File: config.mk
export PLATFORM = sky130hd
export DESIGN_NAME = engine_cu_dispatch_scheduler
export DESIGN_NICKNAME = d
export VERILOG_FILES = /design/src/rtl/engine_cu_dispatch_scheduler_pkg.sv /design/src/rtl/engine_cu_dispatch_scheduler_cu_round_robin_select.sv /design/src/rtl/engine_cu_dispatch_scheduler.sv
export SDC_FILE = /design/constraint.sdc
export NUM_CORES = 1
export LEC_CHECK = 0
export ABC_CLOCK_PERIOD_IN_PS = 16600
export CAP_MARGIN = 10
export CELL_PAD_IN_SITES_DETAIL_PLACEMENT = 1
export CELL_PAD_IN_SITES_GLOBAL_PLACEMENT = 1
export CORE_AREA = 2 2 197 199
export CTS_BUF_LIST = sky130_fd_sc_hd__clkbuf_16
export DETAILED_ROUTE_END_ITERATION = 6
export DIE_AREA = 0 0 199 201
export PLACE_DENSITY = 0.87
export SETUP_SLACK_MARGIN = 0.15
export SYNTH_ARGS = -nofsm -noshare
export SYNTH_HDL_FRONTEND = slang
export SYNTH_SLANG_ARGS = --single-unit
File: constraint.sdc
create_clock -name ap_clk -period 16.6 [get_ports ap_clk]
set_clock_uncertainty 0.05 [all_clocks]
set_input_delay 3.32 -clock ap_clk [delete_from_list [all_inputs] [get_ports ap_clk]]
set_output_delay 3.32 -clock ap_clk [all_outputs]
set_load 0.1 [all_outputs]
File: src/rtl/engine_cu_dispatch_scheduler_pkg.sv
// Shared types for the CU dispatch scheduler: walk configuration, packet meta,
// dispatch payload and the stride-index walk state encoding.
package engine_cu_dispatch_scheduler_pkg;

    localparam int M_AXI_MEMORY_ADDR_WIDTH        = 32;
    localparam int ENGINE_CU_DISPATCH_CHUNK_CNT_W = 32;

    typedef struct packed {
        logic [7:0] kernel_id;
        logic [7:0] buffer_id;
    } MemoryPacketMeta;

    typedef struct packed {
        logic [M_AXI_MEMORY_ADDR_WIDTH-1:0] index_start;
        logic [M_AXI_MEMORY_ADDR_WIDTH-1:0] index_end;
        logic [M_AXI_MEMORY_ADDR_WIDTH-1:0] stride;
        logic [M_AXI_MEMORY_ADDR_WIDTH-1:0] granularity;
        logic                               increment;
        logic                               decrement;
    } StrideIndexParameters;

    typedef struct packed {
        logic                 valid;
        StrideIndexParameters param;
        MemoryPacketMeta      meta;
    } StrideIndexConfiguration;

    typedef struct packed {
        logic [M_AXI_MEMORY_ADDR_WIDTH-1:0] index;
        logic                               last;
        MemoryPacketMeta                    meta;
    } EngineCUDispatchPayload;

    typedef enum logic [3:0] {
        ENGINE_STRIDE_INDEX_RESET,
        ENGINE_STRIDE_INDEX_IDLE,
        ENGINE_STRIDE_INDEX_SETUP,
        ENGINE_STRIDE_INDEX_START,
        ENGINE_STRIDE_INDEX_START_TRANS,
        ENGINE_STRIDE_INDEX_BUSY,
        ENGINE_STRIDE_INDEX_PAUSE_TRANS,
        ENGINE_STRIDE_INDEX_PAUSE,
        ENGINE_STRIDE_INDEX_DONE
    } engine_stride_index_state;

endpackage

File: src/rtl/engine_cu_dispatch_scheduler_cu_round_robin_select.sv
// Combinational round-robin pick: first ready CU strictly after the pointer,
// wrapping back to the pointer itself last.
module cu_round_robin_select #(
    parameter int NUM_CUS = 4,
    parameter int PTR_W   = 3
) (
    input  logic [NUM_CUS-1:0] i_ready,
    input  logic [PTR_W-1:0]   i_rr_ptr,
    output logic [NUM_CUS-1:0] o_grant,
    output logic               o_any_ready
);

    logic w_found;

    always_comb begin
        o_grant     = '0;
        w_found     = 1'b0;
        o_any_ready = |i_ready;
        for (int k = 0; k < NUM_CUS; k++) begin
            if (!w_found && i_ready[k] && (k > int'(i_rr_ptr))) begin
                o_grant[k] = 1'b1;
                w_found    = 1'b1;
            end
        end
        for (int k = 0; k < NUM_CUS; k++) begin
            if (!w_found && i_ready[k] && (k <= int'(i_rr_ptr))) begin
                o_grant[k] = 1'b1;
                w_found    = 1'b1;
            end
        end
    end

endmodule

File: src/rtl/engine_cu_dispatch_scheduler.sv
// Walks a strided index range and deals granularity-sized chunks of Vertex-IDs
// round-robin across NUM_CUS compute units with valid/ready handshakes.
module engine_cu_dispatch_scheduler
    import engine_cu_dispatch_scheduler_pkg::*;
#(
    parameter int NUM_CUS     = 4,
    parameter int ADDR_WIDTH  = M_AXI_MEMORY_ADDR_WIDTH,
    parameter int CU_ID_WIDTH = $clog2(NUM_CUS) + 1
) (
    input  logic                                      ap_clk,
    input  logic                                      areset,
    input  StrideIndexConfiguration                   config_in,
    output logic                                      config_ready,
    input  logic                                      start_in,
    input  logic                                      pause_in,
    output logic [NUM_CUS-1:0]                        dispatch_valid,
    input  logic [NUM_CUS-1:0]                        dispatch_ready,
    output logic [ADDR_WIDTH-1:0]                     dispatch_index,
    output logic                                      dispatch_last,
    output MemoryPacketMeta                           dispatch_meta,
    output logic [CU_ID_WIDTH-1:0]                    dispatch_cu_id,
    output logic                                      busy_out,
    output logic                                      done_out,
    output logic [ENGINE_CU_DISPATCH_CHUNK_CNT_W-1:0] chunks_out
);

    engine_stride_index_state r_state, w_state_next;

    logic [ADDR_WIDTH-1:0]  r_index, r_index_end, r_stride, r_gran, r_chunk_cnt;
    logic                   r_incr, r_decr, r_finished, r_in_chunk;
    logic [NUM_CUS-1:0]     r_valid, r_cur_cu, w_grant, w_target;
    logic [CU_ID_WIDTH-1:0] r_rr, r_cu_id, w_target_id;
    EngineCUDispatchPayload r_payload;
    MemoryPacketMeta        r_meta;
    logic                   r_config_ready, r_busy, r_done;
    logic [ENGINE_CU_DISPATCH_CHUNK_CNT_W-1:0] r_chunks;

    logic [ADDR_WIDTH:0] w_next;
    logic w_any_ready, w_beat, w_slot_free, w_next_finished, w_issue_last, w_issue;
    logic w_setup_finished;

    cu_round_robin_select #(.NUM_CUS(NUM_CUS), .PTR_W(CU_ID_WIDTH)) u_rr_select (
        .i_ready     (dispatch_ready),
        .i_rr_ptr    (r_rr),
        .o_grant     (w_grant),
        .o_any_ready (w_any_ready)
    );

    // One extra bit on the step so a carry/borrow ends the walk instead of wrapping.
    always_comb begin
        w_next = r_incr ? ({1'b0, r_index} + {1'b0, r_stride})
                        : ({1'b0, r_index} - {1'b0, r_stride});
        w_next_finished = w_next[ADDR_WIDTH] ||
                          (r_incr ? (w_next[ADDR_WIDTH-1:0] >= r_index_end)
                                  : (w_next[ADDR_WIDTH-1:0] <= r_index_end));
        w_setup_finished = (r_stride == '0) || !(r_incr || r_decr) ||
                           (r_incr ? (r_index >= r_index_end) : (r_index <= r_index_end));
        w_issue_last = (r_chunk_cnt == r_gran - ADDR_WIDTH'(1)) || w_next_finished;
        w_beat       = |(r_valid & dispatch_ready);
        w_slot_free  = (r_valid == '0) || w_beat;
        w_target     = r_in_chunk ? r_cur_cu : w_grant;
        w_issue      = (r_state == ENGINE_STRIDE_INDEX_BUSY) && !pause_in && w_slot_free &&
                       !r_finished && (r_in_chunk || w_any_ready);
        w_target_id  = '0;
        for (int k = 0; k < NUM_CUS; k++) begin
            if (w_target[k]) w_target_id = CU_ID_WIDTH'(k);
        end
    end

    // NOTE: next-state defaults to the current state before the case, so no latch is inferred.
    always_comb begin
        w_state_next = r_state;
        case (r_state)
            ENGINE_STRIDE_INDEX_RESET:       w_state_next = ENGINE_STRIDE_INDEX_IDLE;
            ENGINE_STRIDE_INDEX_IDLE:        if (config_in.valid) w_state_next = ENGINE_STRIDE_INDEX_SETUP;
            ENGINE_STRIDE_INDEX_SETUP:       w_state_next = ENGINE_STRIDE_INDEX_START;
            ENGINE_STRIDE_INDEX_START:       if (start_in) w_state_next = ENGINE_STRIDE_INDEX_START_TRANS;
            ENGINE_STRIDE_INDEX_START_TRANS: w_state_next = (r_finished && r_valid == '0)
                                                 ? ENGINE_STRIDE_INDEX_DONE : ENGINE_STRIDE_INDEX_BUSY;
            ENGINE_STRIDE_INDEX_BUSY: begin
                if (pause_in)                       w_state_next = ENGINE_STRIDE_INDEX_PAUSE_TRANS;
                else if (r_finished && w_slot_free) w_state_next = ENGINE_STRIDE_INDEX_DONE;
            end
            ENGINE_STRIDE_INDEX_PAUSE_TRANS: if (w_slot_free) w_state_next = ENGINE_STRIDE_INDEX_PAUSE;
            ENGINE_STRIDE_INDEX_PAUSE:       if (!pause_in) w_state_next = ENGINE_STRIDE_INDEX_START_TRANS;
            ENGINE_STRIDE_INDEX_DONE:        if (!start_in) w_state_next = ENGINE_STRIDE_INDEX_IDLE;
            default:                         w_state_next = ENGINE_STRIDE_INDEX_RESET;
        endcase
    end

    always_ff @(posedge ap_clk or posedge areset) begin
        if (areset) begin
            r_state        <= ENGINE_STRIDE_INDEX_RESET;
            r_index        <= '0;
            r_index_end    <= '0;
            r_stride       <= '0;
            r_gran         <= '0;
            r_chunk_cnt    <= '0;
            r_incr         <= 1'b0;
            r_decr         <= 1'b0;
            r_finished     <= 1'b0;
            r_in_chunk     <= 1'b0;
            r_valid        <= '0;
            r_cur_cu       <= '0;
            r_rr           <= CU_ID_WIDTH'(NUM_CUS - 1);
            r_cu_id        <= '0;
            r_payload      <= '0;
            r_meta         <= '0;
            r_config_ready <= 1'b0;
            r_busy         <= 1'b0;
            r_done         <= 1'b0;
            r_chunks       <= '0;
        end else begin
            r_state        <= w_state_next;
            r_config_ready <= (w_state_next == ENGINE_STRIDE_INDEX_IDLE);
            r_done         <= (w_state_next == ENGINE_STRIDE_INDEX_DONE);
            r_busy         <= (w_state_next == ENGINE_STRIDE_INDEX_START_TRANS) ||
                              (w_state_next == ENGINE_STRIDE_INDEX_BUSY) ||
                              (w_state_next == ENGINE_STRIDE_INDEX_PAUSE_TRANS) ||
                              (w_state_next == ENGINE_STRIDE_INDEX_PAUSE);

            if (r_state == ENGINE_STRIDE_INDEX_IDLE && config_in.valid) begin
                r_index     <= config_in.param.index_start;
                r_index_end <= config_in.param.index_end;
                r_stride    <= config_in.param.stride;
                r_gran      <= (config_in.param.granularity == '0) ? ADDR_WIDTH'(1)
                                                                   : config_in.param.granularity;
                r_incr      <= config_in.param.increment;
                r_decr      <= config_in.param.decrement;
                r_meta      <= config_in.meta;
            end

            if (r_state == ENGINE_STRIDE_INDEX_SETUP) begin
                r_chunk_cnt <= '0;
                r_finished  <= w_setup_finished;
                r_in_chunk  <= 1'b0;
                r_chunks    <= '0;
            end

            if (w_issue) begin
                r_payload.index <= r_index;
                r_payload.last  <= w_issue_last;
                r_payload.meta  <= r_meta;
                r_cu_id         <= w_target_id;
                r_index         <= w_next[ADDR_WIDTH-1:0];
                r_finished      <= w_next_finished;
                r_chunk_cnt     <= w_issue_last ? '0 : r_chunk_cnt + ADDR_WIDTH'(1);
                r_in_chunk      <= !w_issue_last;
                if (!r_in_chunk) begin
                    r_cur_cu <= w_target;
                    r_rr     <= w_target_id;
                end
            end

            if (w_issue)     r_valid <= w_target;
            else if (w_beat) r_valid <= '0;

            if (w_beat && r_payload.last && (r_chunks != '1)) r_chunks <= r_chunks + 1'b1;
        end
    end

    assign config_ready   = r_config_ready;
    assign dispatch_valid = r_valid;
    assign dispatch_index = r_payload.index;
    assign dispatch_last  = r_payload.last;
    assign dispatch_meta  = r_payload.meta;
    assign dispatch_cu_id = r_cu_id;
    assign busy_out       = r_busy;
    assign done_out       = r_done;
    assign chunks_out     = r_chunks;

endmodule

---- Word level (Yosys, flattened, before mapping) ----
Cells that the tools add are included.
word-level totals
  word-level logic and storage cells ...... 150
  bits of input ports ..................... 155
  flip-flop bits (word level) ............. 282
  output and inout port bits .............. 91
operators by class
  mux-type cells .......................... 41
  bitwise gates (word level) .............. 2
  reductions and logical operators ........ 52
  add/subtract/negate cells ............... 5
  equality and inequality tests ........... 16
  $lt $le $gt $ge ......................... 10
operators with widths
  operator                 number
  $mux W32                 7
  $add A32 B1 Y32 const B  2
  $ge A32 B32 Y1           2
  $le A32 B32 Y1           2
  $logic_not A32 Y1        2
  $mux W4                  11
  $pmux W4 S9              1
  $add A32 B32 Y33         1
  $mux W33                 1
  $sub A32 B32 Y33         1
  $eq A32 B32 Y1           1
  $eq A4 B3 Y1 const B     8
  $ne A32 B32 Y1 const B   1
  $sub A32 B1 Y32 const B  1
  $logic_and A1 B1 Y1      21
  $mux W1                  19
  $logic_not A1 Y1         10
  $logic_or A1 B1 Y1       10
  $eq A4 B1 Y1 const B     2
  $eq A4 B2 Y1 const B     2
  $eq A4 B4 Y1 const B     2
  $logic_not A4 Y1         2
  $reduce_bool A2 Y1       4
  $reduce_or A4 Y1         2
  other kinds (8)          11

---- Longest topological paths before layout ----
  depth in word-level cells ............... 30
  gate-level depth with buffers ........... 30
  depth with buffers taken out ............ 28

---- Hierarchy ----
From an unflattened synthesis, not the netlist that was laid out.
second synthesis, totals
  cell total of the unflattened synthesis .. 2,049
  area, all modules ....................... 16,967.5 um2
by module, submodules not included
  module                        sequential area each (um2)  times used  cells each  area each (um2)
  engine_cu_dispatch_scheduler  7,009.2                     1           2,028       16,832.4
  cu_round_robin_select         0.0                         1           21          135.1

---- Worst setup path before layout ----
OpenSTA, ideal clock, no wires.
  path kind ............................... flip-flop to flip-flop
  start ................................... reg r_stride[3]
  end ..................................... reg r_chunk_cnt[12]
  setup slack ............................. 10,836 ps
  library setup time ...................... 67 ps
  path buffers ............................ 2
  data required time ...................... 16,483 ps
  arrival time ............................ 5,647 ps
  stages on the path, launching flop included .. 27
  period minus slack after synthesis ...... 5,764 ps
  path through ............................ dfrtp_1 or4_1 nor3_2 nor2_1 xnor2_1 ha_1 a21oi_1 o21ai_0 or4_1 o21ai_0 o21ai_0 a21o_1 a21oi_1 xnor2_1 ha_1 and3_1 a221oi_1 o21ai_0 a31o_2 a21o_1 a21oi_1 nand4_1 o41ai_2 buf_4 buf_2 o2111ai_1 nand2_1
between the ends
  longest elaborated chain between the ends .. 8
  elaborated cells on any way between the ends .. 10
  classes of those cells .................. add/sub (2); order compare (2); mux (4); reduce/logical (2)
RTL lines
  item                                                  RTL line                                                                text
  start: declaration                                    engine_cu_dispatch_scheduler.sv:29                                      logic [ADDR_WIDTH-1:0] r_index, r_index_end, r_stride, r_gran, r_chunk_cnt;
  start signal: assignment                              engine_cu_dispatch_scheduler.sv:125                                     r_stride <= config_in.param.stride;
  $sub A32 B32 Y33 or $add A32 B32 Y33 (tied branches)  engine_cu_dispatch_scheduler.sv:52, engine_cu_dispatch_scheduler.sv:51
  $mux W33 (*)                                          engine_cu_dispatch_scheduler.sv:51                                      w_next = r_incr ? ({1'b0, r_index} + {1'b0, r_stride})
  $le A32 B32 Y1 or $ge A32 B32 Y1 (tied branches)      engine_cu_dispatch_scheduler.sv:55, engine_cu_dispatch_scheduler.sv:54
  $mux W1                                               engine_cu_dispatch_scheduler.sv:54                                      (r_incr ? (w_next[ADDR_WIDTH-1:0] >= r_index_end)
  $logic_or A1 B1 Y1 (*)                                engine_cu_dispatch_scheduler.sv:53                                      w_next_finished = w_next[ADDR_WIDTH] ||
  $logic_or A1 B1 Y1 (*)                                engine_cu_dispatch_scheduler.sv:58                                      w_issue_last = (r_chunk_cnt == r_gran - ADDR_WIDTH'(1)) || w_next_finished;
  $mux W32 (*)                                          engine_cu_dispatch_scheduler.sv:147                                     r_chunk_cnt <= w_issue_last ? '0 : r_chunk_cnt + ADDR_WIDTH'(1);
  $mux W32 (*)                                          engine_cu_dispatch_scheduler.sv:140                                     if (w_issue) begin
  end signal: assignment                                engine_cu_dispatch_scheduler.sv:147
  end: declaration                                      engine_cu_dispatch_scheduler.sv:29
Every way passes the cells marked *; elsewhere a longest branch is shown, timed or not.
A chain may end at the register's enable or synchronous reset.

---- Final worst setup path ----
  start ................................... reg r_stride[3]
  end ..................................... reg r_chunk_cnt[4]
The elaborated chain is that of the path after synthesis.

==> results.json <==
{
  "area_growth_pct": 22.9,
  "hp-start": "r_meta[0]",
  "cts_tree": "built",
  "seq_area_frac_synth_pct": 41.5,
  "die_x_um": 199,
  "placed_cells": 2725,
  "cts_buffer_depth": 3,
  "hold_viol_final": 0,
  "detail_route.vias_per_cell": 5.68,
  "criticalPathCategory": "flop to flop",
  "final_core_util_pct": 54.5,
  "startpoint_type": "flop",
  "fin_cells": 2788,
  "nFillCells": 4529,
  "ys_ff_latch": 280,
  "num_vias": 15800,
  "cp-startpoint": "r_stride[3]",
  "h-tree-depth": 2,
  "finalSetupViolCount": 0,
  "worst_ep_arrival_time_ps": 7660,
  "grt_max_degree": 108,
  "hp-class": "flop to flop",
  "rows": 72,
  "layout_common_cells": "nand2_1, dfrtp_1, clkdlybuf4s50_1",
  "cp_max_fo": 15,
  "die_area_um2": 40000,
  "cts_resized": 0,
  "groute.usage.overall_pct": 27.6,
  "cp.required_ps": 16940,
  "cap_violations": 0,
  "port_buffers": 244,
  "place_congestion": 0.898,
  "synth_edf_count": 0,
  "maxSlewHeadroom_pct": 22.1,
  "finalInstanceArea_um2": 20800,
  "coreArea_um2": 38100,
  "numCtsBuffers": 34,
  "drive_gt1_share_pct": 4.01,
  "rsz0062_at_grt": "false",
  "ctsHoldBuffers": 0,
  "rrSetupSlack_ps": 9270,
  "min_period_over_period_pct": 44.1,
  "clkTransAtPathRegs_ps": 60,
  "firstDrtPassIters": 5,
  "antenna_found_initial": 1,
  "run_status": "completed",
  "insertion_delay_ps": 530,
  "synthCells": 2037,
  "critPathCaptureType": "flop",
  "io_pins": 246,
  "grt_pass1_wl_mm": 88.9,
  "grt_pass1_vias": 16900,
  "final_common_cell": "nand2_1",
  "final-seq-area_um2": 7010,
  "clock_sinks": 280,
  "post_dp_cell_area_um2": 19800,
  "final_net_count": 2502,
  "netlist_area_um2": 16900,
  "overflow": 0,
  "dieHeight_um": 201,
  "drtIter0Drc": 780,
  "drc": 0,
  "fin_crit_ps": 7330,
  "detail-route-antenna-nets": 0,
  "start_util_pct": 44.4,
  "fmax_mhz": 137,
  "multi_input_area_um2": 9300,
  "async_flop_share_pct": 100,
  "synth_flop_cell": "dfrtp_1",
  "dp_hpwl_mm": 40.4,
  "yosys.cell_types.count": 79,
  "tightest_slew_ps": 1170,
  "wl_mm": 55.0,
  "syn_nets": 2294,
  "ys_warn_count": 0,
  "synth_area_per_cell_um2": 8.30,
  "wl_per_cell_um": 19.7,
  "cts-root-buf": "clkbuf_16",
  "fin_setup_tns_ps": 0,
  "slew_violations": 0,
  "r2r-start": "r_stride[3]",
  "postCtsSetupBuffers": 0
}
==> worst max-delay path, cell delays in order, from the launching register on <==
cell      delay (ps)
dfrtp_1          440
or4_1            580
nand2b_1         210
nor4_1           510
nor2b_1          380
and3b_1          320
a21oi_1          110
xor2_1           160
ha_1             370
and3_1           250
a221oi_1         340
o21bai_1         140
a21oi_1          170
o21ai_0          140
a21oi_1          290
xnor2_1          130
ha_1             310
nand2_1           80
nor2_1           210
nand4_1          210
nor4_1           760
nor2_2           330
buf_8            250
nand3_2          270
o211ai_1         180
==> cells by family (layout without fill, tap and decap cells) <==
group / count (synthesis) / count (layout) / synth area share, %
XOR/XNOR: 115 / 115 / 5.96
AND/OR/NAND/NOR: 978 / 978 / 25.8
multiplexers: 15 / 15 / 0.925
flip-flops: 280 / 280 / 41.5
adder cells (fa/ha/maj): 102 / 102 / 7.59
AO/OA/AOI/OAI: 391 / 391 / 14.5
buffers and inverters: 155 / 387 / 3.71
other: 1 / 2 / 0.0222
==> per-stage QoR <==
| step | hold WS [ps] | setup WS [ps] |
|---|---|---|
| after floorplan | 389 | 5510 |
| after global placement | 398 | 9620 |
| after detailed placement | 405 | 9370 |
| after CTS | 420 | 9350 |
| after global routing | 452 | 8790 |
| final | 419 | 9270 |
==> synthesized netlist by cell type (all sizes together) (23+ instances only) <==
library cell    n  area [µm²]
nand2         586        2200
nor2          130         488
a21oi          86         430
xnor2          63         552
a31oi          25         156
nor4           28         211
and3           25         156
nor2b          23         144
clkbuf         69         259
o21ai         124         621
nand4          36         225
nor3           23         125
xor2           52         455
nand3          54         275
a21o           33         248
ha            101        1260
inv            69         259
dfrtp         278        6960
==> metal layers <==
metal	global-route usage, %	vias up	share of wire, %
met2	48.7	387	50
met4	8.26	2	2.7
met5	0	-	0.016
met3	4.07	96	4.7
li1	-	7416	-
met1	34.8	7921	42
==> area by class of cell <==
| class | instances | share of cell area, % |
|---|---|---|
| clock buffer | 34 | 4.09 |
| antenna | 1 | 0.0120 |
| clock inverter | 26 | 0.674 |
| sequential | 280 | 33.7 |
| inverter | 69 | 1.28 |
| multi-input combinational | 1602 | 44.8 |
| tap | 518 | 3.12 |
| timing repair buffer | 258 | 12.3 |
==> state kept, by name (all words and copies together), names as in the netlist, 2 cells and up <==
| signal | cells |
|---|---|
| r_index_end | 32 |
| r_state | 4 |
| r_gran | 32 |
| r_chunk_cnt | 32 |
| r_index | 32 |
| r_cur_cu | 4 |
| r_meta | 16 |
| dispatch_valid | 4 |
| dispatch_cu_id | 2 |
| chunks_out | 32 |
| dispatch_index | 32 |
| r_rr | 2 |
| dispatch_meta | 16 |
| r_stride | 32 |
==> worst paths after layout <==
path / cells past startpoint / endpoint
max in group asynchronous: 3 / r_meta[11]
hold reg to reg: 2 / dispatch_meta[0]
setup / recovery: 24 / r_chunk_cnt[4]
min in group asynchronous: 2 / chunks_out[5]
hold / removal: 2 / dispatch_meta[0]
setup reg to reg: 24 / r_chunk_cnt[4]
Power is left out: the tool's default activity adds up to more than one toggle a clock period on the data nets, which glitch-free logic cannot reach.
